`src/rtl/dual_slope_adc_ctrl.sv`:
```
// Dual-slope integrating ADC conversion sequencer.
// Drives the auto-zero / integrate / de-integrate switches and measures the
// de-integrate time in clock cycles. That count is the conversion result.
module dual_slope_adc_ctrl #(
   parameter int unsigned CNT_W      = 12,
   parameter int unsigned INT_CYCLES = 4095,
   parameter int unsigned AZ_CYCLES  = 16
) (
   input  logic             clk_i,
   input  logic             rst_i,
   input  logic             trigger_i,
   input  logic             analog_ready_i,
   input  logic             comp_i,
   input  logic             interrupt_clear_i,
   output logic             autozero_o,
   output logic             integrate_o,
   output logic             deintegrate_o,
   output logic             busy_o,
   output logic [CNT_W-1:0] result_o,
   output logic             result_valid_o,
   output logic             overflow_o,
   output logic             abort_o,
   output logic             interrupt_o
);

   // The phase counter only ever holds values up to max(AZ, INT) - 1.
   localparam int unsigned PH_MAX = (AZ_CYCLES > INT_CYCLES) ? AZ_CYCLES : INT_CYCLES;
   localparam int unsigned PH_W   = (PH_MAX > 1) ? $clog2(PH_MAX) : 1;
   localparam logic [PH_W-1:0] AZ_LAST  = PH_W'(AZ_CYCLES - 1);
   localparam logic [PH_W-1:0] INT_LAST = PH_W'(INT_CYCLES - 1);

   typedef enum logic [2:0] {
      S_IDLE,
      S_WAIT_READY,
      S_AUTOZERO,
      S_INTEGRATE,
      S_DEINTEGRATE,
      S_DONE
   } state_t;

   state_t            state, state_nxt;
   logic [PH_W-1:0]   phase_cnt, phase_nxt;
   logic [CNT_W-1:0]  deint_cnt, deint_nxt;
   logic [CNT_W-1:0]  result_q, result_nxt;
   logic              overflow_q, overflow_nxt;
   logic              abort_q, abort_nxt;
   logic              irq_q, irq_nxt;
   logic              comp_m, comp_s;

   // Two-flop synchronizer for the asynchronous comparator output.
   always_ff @(posedge clk_i) begin
      if (rst_i) begin
         comp_m <= 1'b0;
         comp_s <= 1'b0;
      end else begin
         comp_m <= comp_i;
         comp_s <= comp_m;
      end
   end

   // State and datapath registers.
   always_ff @(posedge clk_i) begin
      if (rst_i) begin
         state      <= S_IDLE;
         phase_cnt  <= '0;
         deint_cnt  <= '0;
         result_q   <= '0;
         overflow_q <= 1'b0;
         abort_q    <= 1'b0;
         irq_q      <= 1'b0;
      end else begin
         state      <= state_nxt;
         phase_cnt  <= phase_nxt;
         deint_cnt  <= deint_nxt;
         result_q   <= result_nxt;
         overflow_q <= overflow_nxt;
         abort_q    <= abort_nxt;
         irq_q      <= irq_nxt;
      end
   end

   // Next-state, counter and result logic.
   // Result and overflow are loaded on the edge into DONE so that they are
   // already valid while result_valid_o is high.
   always_comb begin
      state_nxt    = state;
      phase_nxt    = phase_cnt;
      deint_nxt    = deint_cnt;
      result_nxt   = result_q;
      overflow_nxt = overflow_q;
      abort_nxt    = 1'b0;

      case (state)
         S_IDLE: begin
            phase_nxt = '0;
            if (trigger_i) begin
               state_nxt = analog_ready_i ? S_AUTOZERO : S_WAIT_READY;
            end
         end
         S_WAIT_READY: begin
            phase_nxt = '0;
            if (analog_ready_i) begin
               state_nxt = S_AUTOZERO;
            end
         end
         S_AUTOZERO: begin
            if (!analog_ready_i) begin
               state_nxt = S_IDLE;
               abort_nxt = 1'b1;
            end else if (phase_cnt == AZ_LAST) begin
               state_nxt = S_INTEGRATE;
               phase_nxt = '0;
            end else begin
               phase_nxt = phase_cnt + PH_W'(1);
            end
         end
         S_INTEGRATE: begin
            if (!analog_ready_i) begin
               state_nxt = S_IDLE;
               abort_nxt = 1'b1;
            end else if (phase_cnt == INT_LAST) begin
               state_nxt = S_DEINTEGRATE;
               phase_nxt = '0;
               deint_nxt = '0;
            end else begin
               phase_nxt = phase_cnt + PH_W'(1);
            end
         end
         S_DEINTEGRATE: begin
            if (!analog_ready_i) begin
               state_nxt = S_IDLE;
               abort_nxt = 1'b1;
            end else if (!comp_s) begin
               state_nxt    = S_DONE;
               result_nxt   = deint_cnt;
               overflow_nxt = 1'b0;
            end else if (deint_cnt == '1) begin
               state_nxt    = S_DONE;
               result_nxt   = '1;
               overflow_nxt = 1'b1;
            end else begin
               deint_nxt = deint_cnt + CNT_W'(1);
            end
         end
         S_DONE: begin
            state_nxt = S_IDLE;
         end
         default: begin
            state_nxt = S_IDLE;
         end
      endcase
   end

   // Sticky interrupt: a set in DONE takes priority over a clear.
   always_comb begin
      irq_nxt = irq_q;
      if (state == S_DONE) begin
         irq_nxt = 1'b1;
      end else if (interrupt_clear_i) begin
         irq_nxt = 1'b0;
      end
   end

   // Outputs decoded from the state register or taken from registers.
   always_comb begin
      autozero_o     = (state == S_AUTOZERO);
      integrate_o    = (state == S_INTEGRATE);
      deintegrate_o  = (state == S_DEINTEGRATE);
      busy_o         = (state != S_IDLE);
      result_valid_o = (state == S_DONE);
      result_o       = result_q;
      overflow_o     = overflow_q;
      abort_o        = abort_q;
      interrupt_o    = irq_q;
   end

endmodule

```
`config.mk`:
```
export PLATFORM = sky130hd
export DESIGN_NAME = dual_slope_adc_ctrl
export DESIGN_NICKNAME = d
export VERILOG_FILES = /design/src/rtl/dual_slope_adc_ctrl.sv
export SDC_FILE = /design/constraint.sdc
export NUM_CORES = 1
export LEC_CHECK = 0
export ABC_CLOCK_PERIOD_IN_PS = 1820
export BUFFER_PORTS_ARGS = -buffer_cell sky130_fd_sc_hd__buf_2
export CAP_MARGIN = 20
export CORE_ASPECT_RATIO = 2
export CORE_MARGIN = 2
export CORE_UTILIZATION = 50
export CTS_CLUSTER_SIZE = 40
export DETAILED_ROUTE_END_ITERATION = 10
export HOLD_SLACK_MARGIN = 0.08
export PLACE_DENSITY = 0.76
export SYNTH_ARGS = -nofsm -noshare
export SYNTH_HDL_FRONTEND = slang
export SYNTH_SLANG_ARGS = --single-unit
export TNS_END_PERCENT = 100
```
`constraint.sdc`:
```
create_clock -name clk_i -period 1.82 [get_ports clk_i]
set_clock_uncertainty 0.15 [all_clocks]
set_input_delay 0.273 -clock clk_i [delete_from_list [all_inputs] [get_ports clk_i]]
set_output_delay 0.273 -clock clk_i [all_outputs]
set_load 0.01 [all_outputs]
```
# [Word-level counts from Yosys, hierarchy flattened]
# Cells that the tools add are included.
[classes] addsub=2 eq_ne=20 mux=29 bitwise=1 reduce_logical=12
[op_table] cell="12-bit 2-to-1 mux" count=11
[op_table] cell="12-bit one-hot mux with 3 select lines" count=1
[op_table] cell="3-bit 2-to-1 mux" count=9
[op_table] cell="12-bit by 1-bit adder with 12-bit output (second input constant)" count=2
[op_table] cell="12-bit equality test (second input constant)" count=2
[op_table] cell="12-bit one-hot mux with 2 select lines" count=1
[op_table] cell="3-bit one-hot mux with 5 select lines" count=1
[op_table] cell="12-bit by 4-bit equality test with 1-bit output (second input constant)" count=1
[op_table] cell="2-bit inequality test (second input constant)" count=6
[op_table] cell="3-bit by 2-bit equality test with 1-bit output (second input constant)" count=2
[op_table] cell="3-bit equality test (second input constant)" count=2
[op_table] cell="2-bit by 1-bit inequality test with 1-bit output (second input constant)" count=3
[op_table] cell="3-bit by 2-bit inequality test with 1-bit output (second input constant)" count=2
[op_table] cell="3-bit AND reduction" count=2
[op_table] cell="6-bit AND reduction" count=1
[op_table] cell="3-bit nonzero test" count=2
[op_table] cell="1-bit 2-to-1 mux" count=5
[op_table] cell="5-bit AND reduction" count=1
[op_table] cell="4-bit by 3-bit inequality test with 1-bit output (second input constant)" count=1
[op_table] cell="2-bit nonzero test" count=2
[op_table] cell="2-bit OR reduction" count=2
[op_table] cell="3-bit by 1-bit equality test with 1-bit output (second input constant)" count=1
[op_table] cell="3-bit zero test" count=1
[op_table] cell="3-bit OR reduction" count=1
[op_table] cell="other kinds (2)" count=2
[totals] reg_bits=44 output_inout_bits=20

# [Logic depth before layout (Yosys ltp)]
# Gate-level depths: netlist of the first run.
[logic_depth] ltp_word=5 ltp_mapped=9 ltp_nobuf=7

# [Worst setup path after synthesis of the first run]
# No wires, ideal clock.
[synth_timing] path_kind="flip-flop to flip-flop" startpoint="reg deint_cnt[0]" endpoint="reg result_q[10], in the netlist result_o[10]" setup_ps=74 arrival_time_ps=1651 slack_ps=-55 stages_incl_launch_ff=8 period_less_slack_ps=1875 path_cell_list="dfxtp_1 -> ha_1 -> nand3_2 -> or3_4 -> a21oi_2 -> buf_6 -> nor2_1 -> nor3_2"
[synth_between] elab_chain_cells=3
[synth_lines] item="start, declared" line_no="43" source="logic [CNT_W-1:0] deint_cnt, deint_nxt;"
[synth_lines] item="start signal, assigned" line_no="74" source="deint_cnt <= deint_nxt;"
[synth_lines] item="12-bit equality test" line_no="137" source="end else if (deint_cnt == '1) begin"
[synth_lines] item="2-bit by 1-bit inequality test with 1-bit output (no line)"
[synth_lines] item="3-bit AND reduction (no line)"
[synth_lines] item="end signal, assigned" line_no="75" source="result_q <= result_nxt;"
[synth_lines] item="end, declared" line_no="44" source="logic [CNT_W-1:0] result_q, result_nxt;"
# No other way between the ends.
# A chain may end at the register's enable or synchronous reset.

# [Worst setup path in the final report of the first run]
[layout_timing] startpoint="reg phase_cnt[1]" endpoint="reg phase_cnt[7]"
[layout_between] elab_chain_cells=4 elab_cells_between_ends=8 cone_classes="1 x add/sub; 2 x eq/ne; 5 x mux"
[layout_lines] item="start, declared" line_no="42" source="logic [PH_W-1:0] phase_cnt, phase_nxt;"
[layout_lines] item="start signal, assigned" line_no="73" source="phase_cnt <= phase_nxt;"
[layout_lines] item="12-bit by 1-bit adder with 12-bit output (tied with other cells)" line_no="114, 126"
[layout_lines] item="12-bit 2-to-1 mux, on equally long branches" line_no="121, 110"
[layout_lines] item="12-bit 2-to-1 mux, on equally long branches" line_no="118, 107"
[layout_lines] item="12-bit one-hot mux with 3 select lines *" line_no="93" source="case (state)"
# Mark *: on every way between the ends. The rest lies on a longest branch, timed or not. The select of a mux whose other input is x is not followed.

==> metrics.txt, run 1 <==
clk sinks 44; WHS Path Cells 4; Final min period 1.89 ns; PnR worst setup slack -0.0663 ns; worst path cell trace ha_4 > and4b_1 > nand3_2 > a22oi_2 > buf_4 > or4b_4 > a31oi_1; Ports 26; Sequential Area 900 sq um; DR pass1 iterations 4; Worst setup EP type flop; CTS tree done; TNS Setup -0.711 ns; chip width 51.0 microns; CTS root buffer clkbuf_8; fin. max-slew vios 0; Worst path max stage delay 0.47 ns; WP data arrival 1.98 ns; Fillers 314; main combinational cell family by area after synthesis simple AND/OR/NAND/NOR gates; xor-xnor portion of the synthesized cell area 0.0358; HP Start interrupt_clear_i; Final Wtd Congestion 0.877; LEAKAGE 1.31 nW; final setup vio count 14; initial antenna violation count 0; Net Count, Synth 264; Layout area overhead 41.1%; Netlist cell types 55; routed wire length 6.47 mm; relative slew slack 0.731; vias in the first global route 2,200; most frequent cells in the layout buf_4, nor2_1, dfxtp_1; CP Launch Type flop; RSZ-0062 raised after global routing true; Tcrit/Tclk final 1.04; Post-synth EDFFs 0; sequential-to-total area share from yosys stat 0.400; first-pass GRT wire length 10.1 mm; Critical Path RT 1.92 ns; drt first-iter violations 87; CP Max Fanout 4; Initial Util 0.513; async set or reset register ratio after synthesis 0; post-synthesis adder-cell area fraction 0.0170; # rows 34; H-tree levels 2; total power draw 1.93 mW; GRT Resource Usage Total 0.264; die height 97.9 microns; CP top delay family simple AND/OR/NAND/NOR gates; largest net degree at the start of global routing 25; final hold vios 0; share of the synthesized area in the top cell type 0.400; diodes inserted 0; detailed placement HPWL 4.24 mm; Synth Cell Area 2200 sq um; proportion of synthesized area in mux cells 0.00454; crit path buf inv count 1; outcome finished, violations left; Avg Inst Size Synth 8.65 sq um; # port buffers 25; CORE AREA 4300 sq um; Synth Flop Type dfxtp_1; DR vias 2,239; failing checks negative setup slack; Post-route DRC 0; CTS max path bufs 2; RR Endpoint phase_cnt[7]; total CTS buffers 5; Worst R2R Path Depth 7; Max Fclk 0.530 GHz; peak supply drop 0.483 mV; Synth area leader dfxtp_1; top cells by area, synth dfxtp_1, nor2_1, nor3_2; commonest non-fill, non-tap cell in the layout buf_4; post-DR wirelength/cell 16.7 microns; Least-Margin Pin Slew 0.404 ns; Hold Path Sink interrupt_o; Syn Inst Count 255; P per Cell Area 619 nW/um^2; cell count along the critical path 7; Placed Cells 367; max cap viols 0; Worst Path Class, Setup flop to flop; Post-Synth Simple-Gate Area 0.346; total congestion overflow 0; R2R setup slack -0.07 ns; #FFs+latches synth 44; HP Class input port to flop; Vias/cell 5.79; fin cells 387; Area after DPL 2680 sq um; worst r2r src phase_cnt[1]; warnings from Yosys 0; cell area after layout 3110 sq um; later-pin clock latency in the skew report 0.31 ns; Synth Area in Compound Gates 0.140; Detail Route Antenna Nets 0; Die Footprint 4990 sq um; footprint of the multi-input gates 1390 sq um; slowest CP cell or4b_4; layout cells sized above 1 0.465; Worst-path clk slew 0.09 ns; Final nets 341
[logic make-up (layout without fill, tap and decap cells)]
| logic type | Yosys count | in the layout |
|---|---|---|
| fa+ha+maj | 3 | 3 |
| xor+xnor | 9 | 9 |
| flops | 44 | 44 |
| buf+inv | 23 | 101 |
| mux | 1 | 1 |
| simple gates | 129 | 129 |
| compound gates | 46 | 46 |
[report_power, final]
part / internal [mW] / switching, mW / total, mW
logic: 0.0742 / 0.0870 / 0.161
clock network: 0.414 / 0.370 / 0.783
registers: 0.969 / 0.0123 / 0.981
[worst register-to-register path: stages (launching register included)]
cell and delay [ns]:
dfxtp_4 0.38, ha_4 0.16, and4b_1 0.19, nand3_2 0.10, a22oi_2 0.07, buf_4 0.14, or4b_4 0.47, a31oi_1 0.16
[stage by stage]
step | worst slack [ns] | hold WS (ns) | utilization
2_1_floorplan | 0.0105 | 0.251 | -
3_3_place_gp | 0.0141 | 0.279 | 0.624
3_5_place_dp | -0.0575 | 0.277 | 0.624
4_1_cts | -0.0553 | 0.103 | 0.700
5_1_grt | -0.116 | 0.158 | 0.724
6_report | -0.0663 | 0.101 | 0.724
[per-layer routing]
layer	up-vias	track usage	wire, microns
met4	0	0.162	374
met5	-	0	0
li1	1056	-	-
met3	31	0.0336	193
met2	73	0.484	3680
met1	1079	0.267	2220
[synthesized netlist by cell type (all sizes together) (7+ instances only)]
library cell  number
nor3              16
xor2               7
buf                8
nand3              9
nor2b              7
dfxtp             44
nor2              47
nand2             10
inv                9
o31ai              9
o21ai             14
nand4              8
a21oi              8
[how the worst max path moves through the flow]
| stage | start | to | slack, ns |
|---|---|---|---|
| after detailed placement | phase_cnt[0] | deint_cnt[11] | -0.06 |
| after floorplan | state[1] | result_o[10] | 0.01 |
| final | phase_cnt[1] | phase_cnt[7] | -0.07 |
| after global routing | phase_cnt[1] | phase_cnt[3] | -0.12 |
| after CTS | deint_cnt[0] | deint_cnt[3] | -0.06 |
| after global placement | phase_cnt[5] | phase_cnt[7] | 0.01 |
[state kept, by name, indices dropped and copies added (netlist names)]
signal / count
interrupt_o: 1
phase_cnt: 12
state: 3
comp_m: 1
result_o: 12
abort_o: 1
overflow_o: 1
deint_cnt: 12
comp_s: 1
[timing repair]
item | CTS | global route
resized for setup | 32 | 30
pin swaps | 16 | 26
hold buffers | 1 | 0
setup endpoints to repair | 35 | 39
cloned | 2 | 0
setup buffers | 8 | 3
hold endpoints to repair | 1 | 0
[final cells by class]
cell class / count / share of cell area
multi-input cells: 188 / 0.448
flip-flops and latches: 44 / 0.289
repair buffers: 84 / 0.193
clock buffers: 5 / 0.0221
well taps: 54 / 0.0217
clock inverters: 3 / 0.0149
inverters: 9 / 0.0109
Power figures use the tool's default switching activity.
==> inputs of run 2 (changes only) <==
- ABC_AREA: unset -> 1
- PLACE_DENSITY: 0.76 -> 0.75
==> run 2 against run 1 <==
Compared with the run above: the run now ends clean; maximum frequency is 9.7% higher; design area is 7.7% lower; hold slack better by 0.012 ns; die area is 8.2% higher; count of clock-buffer cells in the layout stayed put; setup slack better by 0.17 ns; combinational power grew to 4.3 times the previous value; synthesized cell count is 45% higher; area after synthesis is 8.7% higher; via count is 11% higher; sequential power is 14% higher; global-route usage is 1.2 points lower; critical path type is now flop to output pin; highest routed layer unchanged.
==> metrics.txt, run 2 <==
commonest non-fill, non-tap cell in the layout nor2_1; Worst-path clk slew 0.08 ns (about the same); Final nets 425 (+25%); Ports 26 (unchanged); CTS tree done; Area after DPL 2660 sq um (-0.93%); CP Launch Type flop; routed wire length 6.34 mm (-2.0%); Layout area overhead 19.8%; Sw Pwr 873 uW (+86%); #FFs+latches synth 44 (unchanged); relative slew slack 0.485 (-0.246); Synth area leader dfxtp_1; max cap viols 0 (unchanged); Final Wtd Congestion 0.942 (+7.4%); Max Fclk 0.581 GHz (+9.7%); Placed Cells 458 (+25%); Final min period 1.72 ns (-0.166 ns); Netlist cell types 32 (-42%); later-pin clock latency in the skew report 0.30 ns (about the same); sequential-to-total area share from yosys stat 0.368 (-0.0319); # port buffers 25 (unchanged); CTS root buffer clkbuf_8; WP data arrival 1.30 ns (-0.68 ns); share of the synthesized area in the top cell type 0.368 (-0.0319); fin. max-slew vios 0 (unchanged); outcome finished, final reports clean; Clock power frac 0.292 (-0.115); total power draw 2.56 mW (+33%); HP Class input port to flop; cell area after layout 2870 sq um (-7.7%); drt first-iter violations 71 (-18%); Fillers 461 (+47%); Synth top cells by count nor2_1, nand2_1, inv_1, dfxtp_1, nand3_1; Least-Margin Pin Slew 0.772 ns (+0.368 ns); Post-synth EDFFs 0 (unchanged); Critical Path RT 1.40 ns (-0.52 ns); cell internal pwr 1.69 mW (+16%); initial antenna violation count 0 (unchanged); switching part of the total 0.340 (+0.0969); most frequent cells in the layout nor2_1, nand2_1, inv_1; die height 102 microns (+4.1%); total CTS buffers 5 (unchanged); vias in the first global route 2,365 (+7.5%); DR vias 2,481 (+11%); async set or reset register ratio after synthesis 0 (unchanged); DR pass1 iterations 4 (unchanged); P per Cell Area 893 nW/um^2 (+44%); final hold vios 0 (unchanged); CTS max path bufs 2 (unchanged); chip width 53.0 microns (+3.9%); post-DR wirelength/cell 13.4 microns (-20%); final setup vio count 0 (-14); GRT Resource Usage Total 0.252 (-0.0119); detailed placement HPWL 4.78 mm (+13%); Avg Inst Size Synth 6.46 sq um (-25%); Detail Route Antenna Nets 0 (unchanged); Worst Path Class, Setup flop to output pin; clk sinks 44 (unchanged); Die Footprint 5400 sq um (+8.2%); Syn Inst Count 371 (+45%); # rows 35 (+2.9%); layout cells sized above 1 0.201 (-0.264); final core utilization 0.624 (-0.0994); Synth Cell Area 2400 sq um (+8.7%); TNS Setup 0 ns (+0.711 ns); Initial Util 0.521 (+0.00798); total congestion overflow 0 (unchanged); Synth Flop Type dfxtp_1; Tcrit/Tclk final 0.945 (-0.0915); fin cells 472 (+22%); largest net degree at the start of global routing 27 (+8.0%); first-pass GRT wire length 10.0 mm (-0.42%); top cells by area, synth dfxtp_1, nor2_1, nand2_1; count leader, synth nor2_1; CP Max Fanout 8 (+4); Worst setup EP type output pin; peak supply drop 0.671 mV (+39%); Net Count, Synth 380 (+44%); Flop pwr share 0.437 (-0.072); CORE AREA 4600 sq um (+7.0%); diodes inserted 0 (unchanged); Vias/cell 5.26 (-9.1%); Gate power share 0.271 (+0.187); H-tree levels 2 (unchanged); warnings from Yosys 0 (unchanged); LEAKAGE 1.28 nW (-1.9%); Post-route DRC 0 (unchanged)
## run 2: per-layer routing
metal / GRT usage / wire [microns]
met1: 0.221 / 2140
met2: 0.483 / 3630
met3: 0.0380 / 174
met4: 0.181 / 393
met5: 0 / 0
## run 2: path summary, 6_finish.rpt
kind | start | endpoint | slack (ns) | cells after the start
worst max-delay path | state[2] | integrate_o | 0.10 | 4
worst min-delay path | analog_ready_i | abort_o | 0.11 | 2
worst max register to register | phase_cnt[5] | deint_cnt[9] | 0.11 | 8
worst min register to register | comp_m | comp_s | 0.25 | 2
## run 2: area by class of cell
type,instances,area (sq um),share of cell area
multi-input combinational,271,1320,0.459
tap,55,68.8,0.0240
clock inverter,3,42.5,0.0148
clock buffer,5,68.8,0.0240
timing repair buffer,46,302,0.105
inverter,48,180,0.0627
sequential,44,891,0.310
## run 2: power by group through the flow
stage / clock [mW] / sequential, mW / combinational (mW)
final: 0.748 / 1.12 / 0.695
after global routing: 0.796 / 1.13 / 0.781
after CTS: 0.764 / 1.10 / 0.649
after detailed placement: 0 / 1.12 / 0.642
after global placement: 0 / 1.12 / 0.633
after floorplan: 0 / 1.10 / 0.474
## run 2: per-stage QoR
step / hold slack, ns / setup slack, ns
final: 0.113 / 0.100
after global routing: 0.109 / -0.0162
after CTS: 0.0870 / 0.0235
after detailed placement: 0.243 / 0.0450
after global placement: 0.242 / 0.102
after floorplan: 0.201 / 0.109
## run 2: cell families (layout without fill, tap and decap cells)
| logic type | Yosys count | in the layout | synth area share |
|---|---|---|---|
| simple gates | 220 | 221 | 0.402 |
| compound gates | 42 | 42 | 0.0982 |
| buf+inv | 57 | 102 | 0.0982 |
| fa+ha+maj | 3 | 3 | 0.0157 |
| xor+xnor | 5 | 5 | 0.0183 |
| flops | 44 | 44 | 0.368 |
## run 2: critical path, stage by stage, from the launching register on
cell	delay, ns
dfxtp_2	0.35
inv_2	0.14
nand2_2	0.13
nor2_2	0.20
buf_2	0.18
## run 2: repair_timing
item / 4_1_cts / 5_1_grt
setup buffers: 0 / 4
setup endpoints to repair: 0 / 36
hold buffers: 1 / 0
hold endpoints to repair: 1 / 0
gates resized for setup: 0 / 18
==> inputs of run 3 (changes only) <==
- CORE_MARGIN: 2 -> 3
- CORE_UTILIZATION: 50 -> 52
- PLACE_DENSITY: 0.75 -> 0.78
- SLEW_MARGIN: unset -> 0
==> run 3 against run 2 <==
Compared with the run above: clock power increased by 7.2%; sequential share of layout area decreased by 0.49 points; final cell count increased by 0.64%; die area increased by 2.1%; sequential cell count unchanged; setup slack got worse by 0.041 ns; maximum frequency decreased by 2.3%; via count increased by 2.1%; global-route usage increased by 0.44 points.
==> metrics.txt, run 3 (synthesis results as in run 2) <==
outcome finished, final reports clean; # port buffers 25 (unchanged); drt first-iter violations 85 (+20%); H-tree levels 2 (unchanged); total CTS buffers 5 (unchanged); P per Cell Area 906 nW/um^2 (+1.5%); total congestion overflow 0 (unchanged); Die Footprint 5510 sq um (+2.1%); # rows 34 (-2.9%); GRT Resource Usage Total 0.256 (+0.00437); commonest non-fill, non-tap cell in the layout nor2_1; Critical Path RT 1.40 ns (about the same); detailed placement HPWL 4.83 mm (+0.96%); later-pin clock latency in the skew report 0.30 ns (about the same); Worst-path clk slew 0.08 ns (about the same); final hold vios 0 (unchanged); RSZ-0062 raised after global routing true; peak supply drop 0.732 mV (+9.0%); CP Launch Type flop; routed wire length 6.46 mm (+2.0%); Final min period 1.76 ns (+0.0409 ns); Worst Path Class, Setup flop to output pin; hold slack 0.133 ns (+0.0202 ns); Final Wtd Congestion 0.939 (-0.35%); chip width 54 microns (+2.0%); layout cells sized above 1 0.197 (-0.00429); HP Class input port to flop; LEAKAGE 1.31 nW (+2.1%); relative slew slack 0.513 (+0.0283); largest net degree at the start of global routing 27 (unchanged); Max Fclk 0.568 GHz (-2.3%); Least-Margin Pin Slew 0.729 ns (-0.0424 ns); final core utilization 0.664 (+0.0394); CP Max Fanout 8 (unchanged); CTS max path bufs 2 (unchanged); CTS root buffer clkbuf_8; clk sinks 44 (unchanged); Vias/cell 5.33 (+1.5%); total power draw 2.64 mW (+2.8%); max cap viols 0 (unchanged); fin cells 475 (+0.64%); initial antenna violation count 0 (unchanged); WP data arrival 1.34 ns (+0.04 ns); Initial Util 0.547 (+0.0257); Ports 26 (unchanged); CTS tree done; vias in the first global route 2,405 (+1.7%); most frequent cells in the layout nor2_1, nand2_1, inv_1; Tcrit/Tclk final 0.967 (+0.0225); DR pass1 iterations 4 (unchanged); post-DR wirelength/cell 13.6 microns (+1.4%); TNS Setup 0 ns (unchanged); Placed Cells 461 (+0.66%); Final nets 429 (+0.94%); CORE AREA 4380 sq um (-4.7%); die height 102 microns (about the same); Detail Route Antenna Nets 0 (unchanged); Worst setup EP type output pin; fin. max-slew vios 0 (unchanged); DR vias 2,534 (+2.1%); final setup vio count 0 (unchanged); first-pass GRT wire length 10.5 mm (+4.6%); diodes inserted 0 (unchanged); Post-route DRC 0 (unchanged); Layout area overhead 21.4%
## run 3: cell types whose count changed in the layout (fill, tap and decap cells not counted), moves of 2 or more
cell / delta
dfxtp_2: -2
nand3_2: -2
dfxtp_1: +2
buf_4: +4
nand3_1: +2
## run 3: final timing paths
check	slack, ns	cells past startpoint	from	to
setup / recovery	0.06	4	state[2]	integrate_o
hold / removal	0.13	3	interrupt_clear_i	interrupt_o
setup reg to reg	0.08	9	phase_cnt[0]	phase_cnt[9]
hold reg to reg	0.26	2	comp_m	comp_s
## run 3: metal layers
metal	share of wire	global-route usage	wire [microns]
met5	0	0	0
met2	0.57	0.487	3700
met3	0.036	0.0555	234
met1	0.34	0.220	2170
met4	0.054	0.171	351
## run 3: what timing repair did
item / CTS / global route
endpoints found under the hold margin: 2 / 0
setup endpoints to repair: 0 / 37
resized for setup: 0 / 17
hold buffers: 2 / 0
buffers inserted: 0 / 4
## run 3: final cells by class
class                           instances  area [sq um]
Timing Repair Buffer                   51           348
Multi-Input combinational cell        270          1300
Inverter                               48           184
Tap cell                               54          67.6
Sequential cell                        44           888
Fill cell                             405          1470
Clock buffer                            6          82.6
Clock inverter                          2          38.8
## run 3: worst max-delay path, cell delays in order, from the launching register on
cell and delay (ns):
dfxtp_1 0.36, inv_2 0.16, nand2_2 0.12, nor2_2 0.22, buf_2 0.18
## run 3: power by group
part           internal [mW]  leakage, nW  switching [mW]
clock                  0.449       0.0614           0.353
combinational          0.264        0.892           0.465
sequential              1.03        0.358          0.0790
total                   1.74         1.31           0.898
## run 3: metrics by stage
step	worst slack [ns]	instance area (sq um)
final	0.0593	2910
after global routing	-0.0635	2910
after CTS	0.00223	2830
after detailed placement	0.0205	2680
after global placement	0.0773	2680
after floorplan	0.109	2400
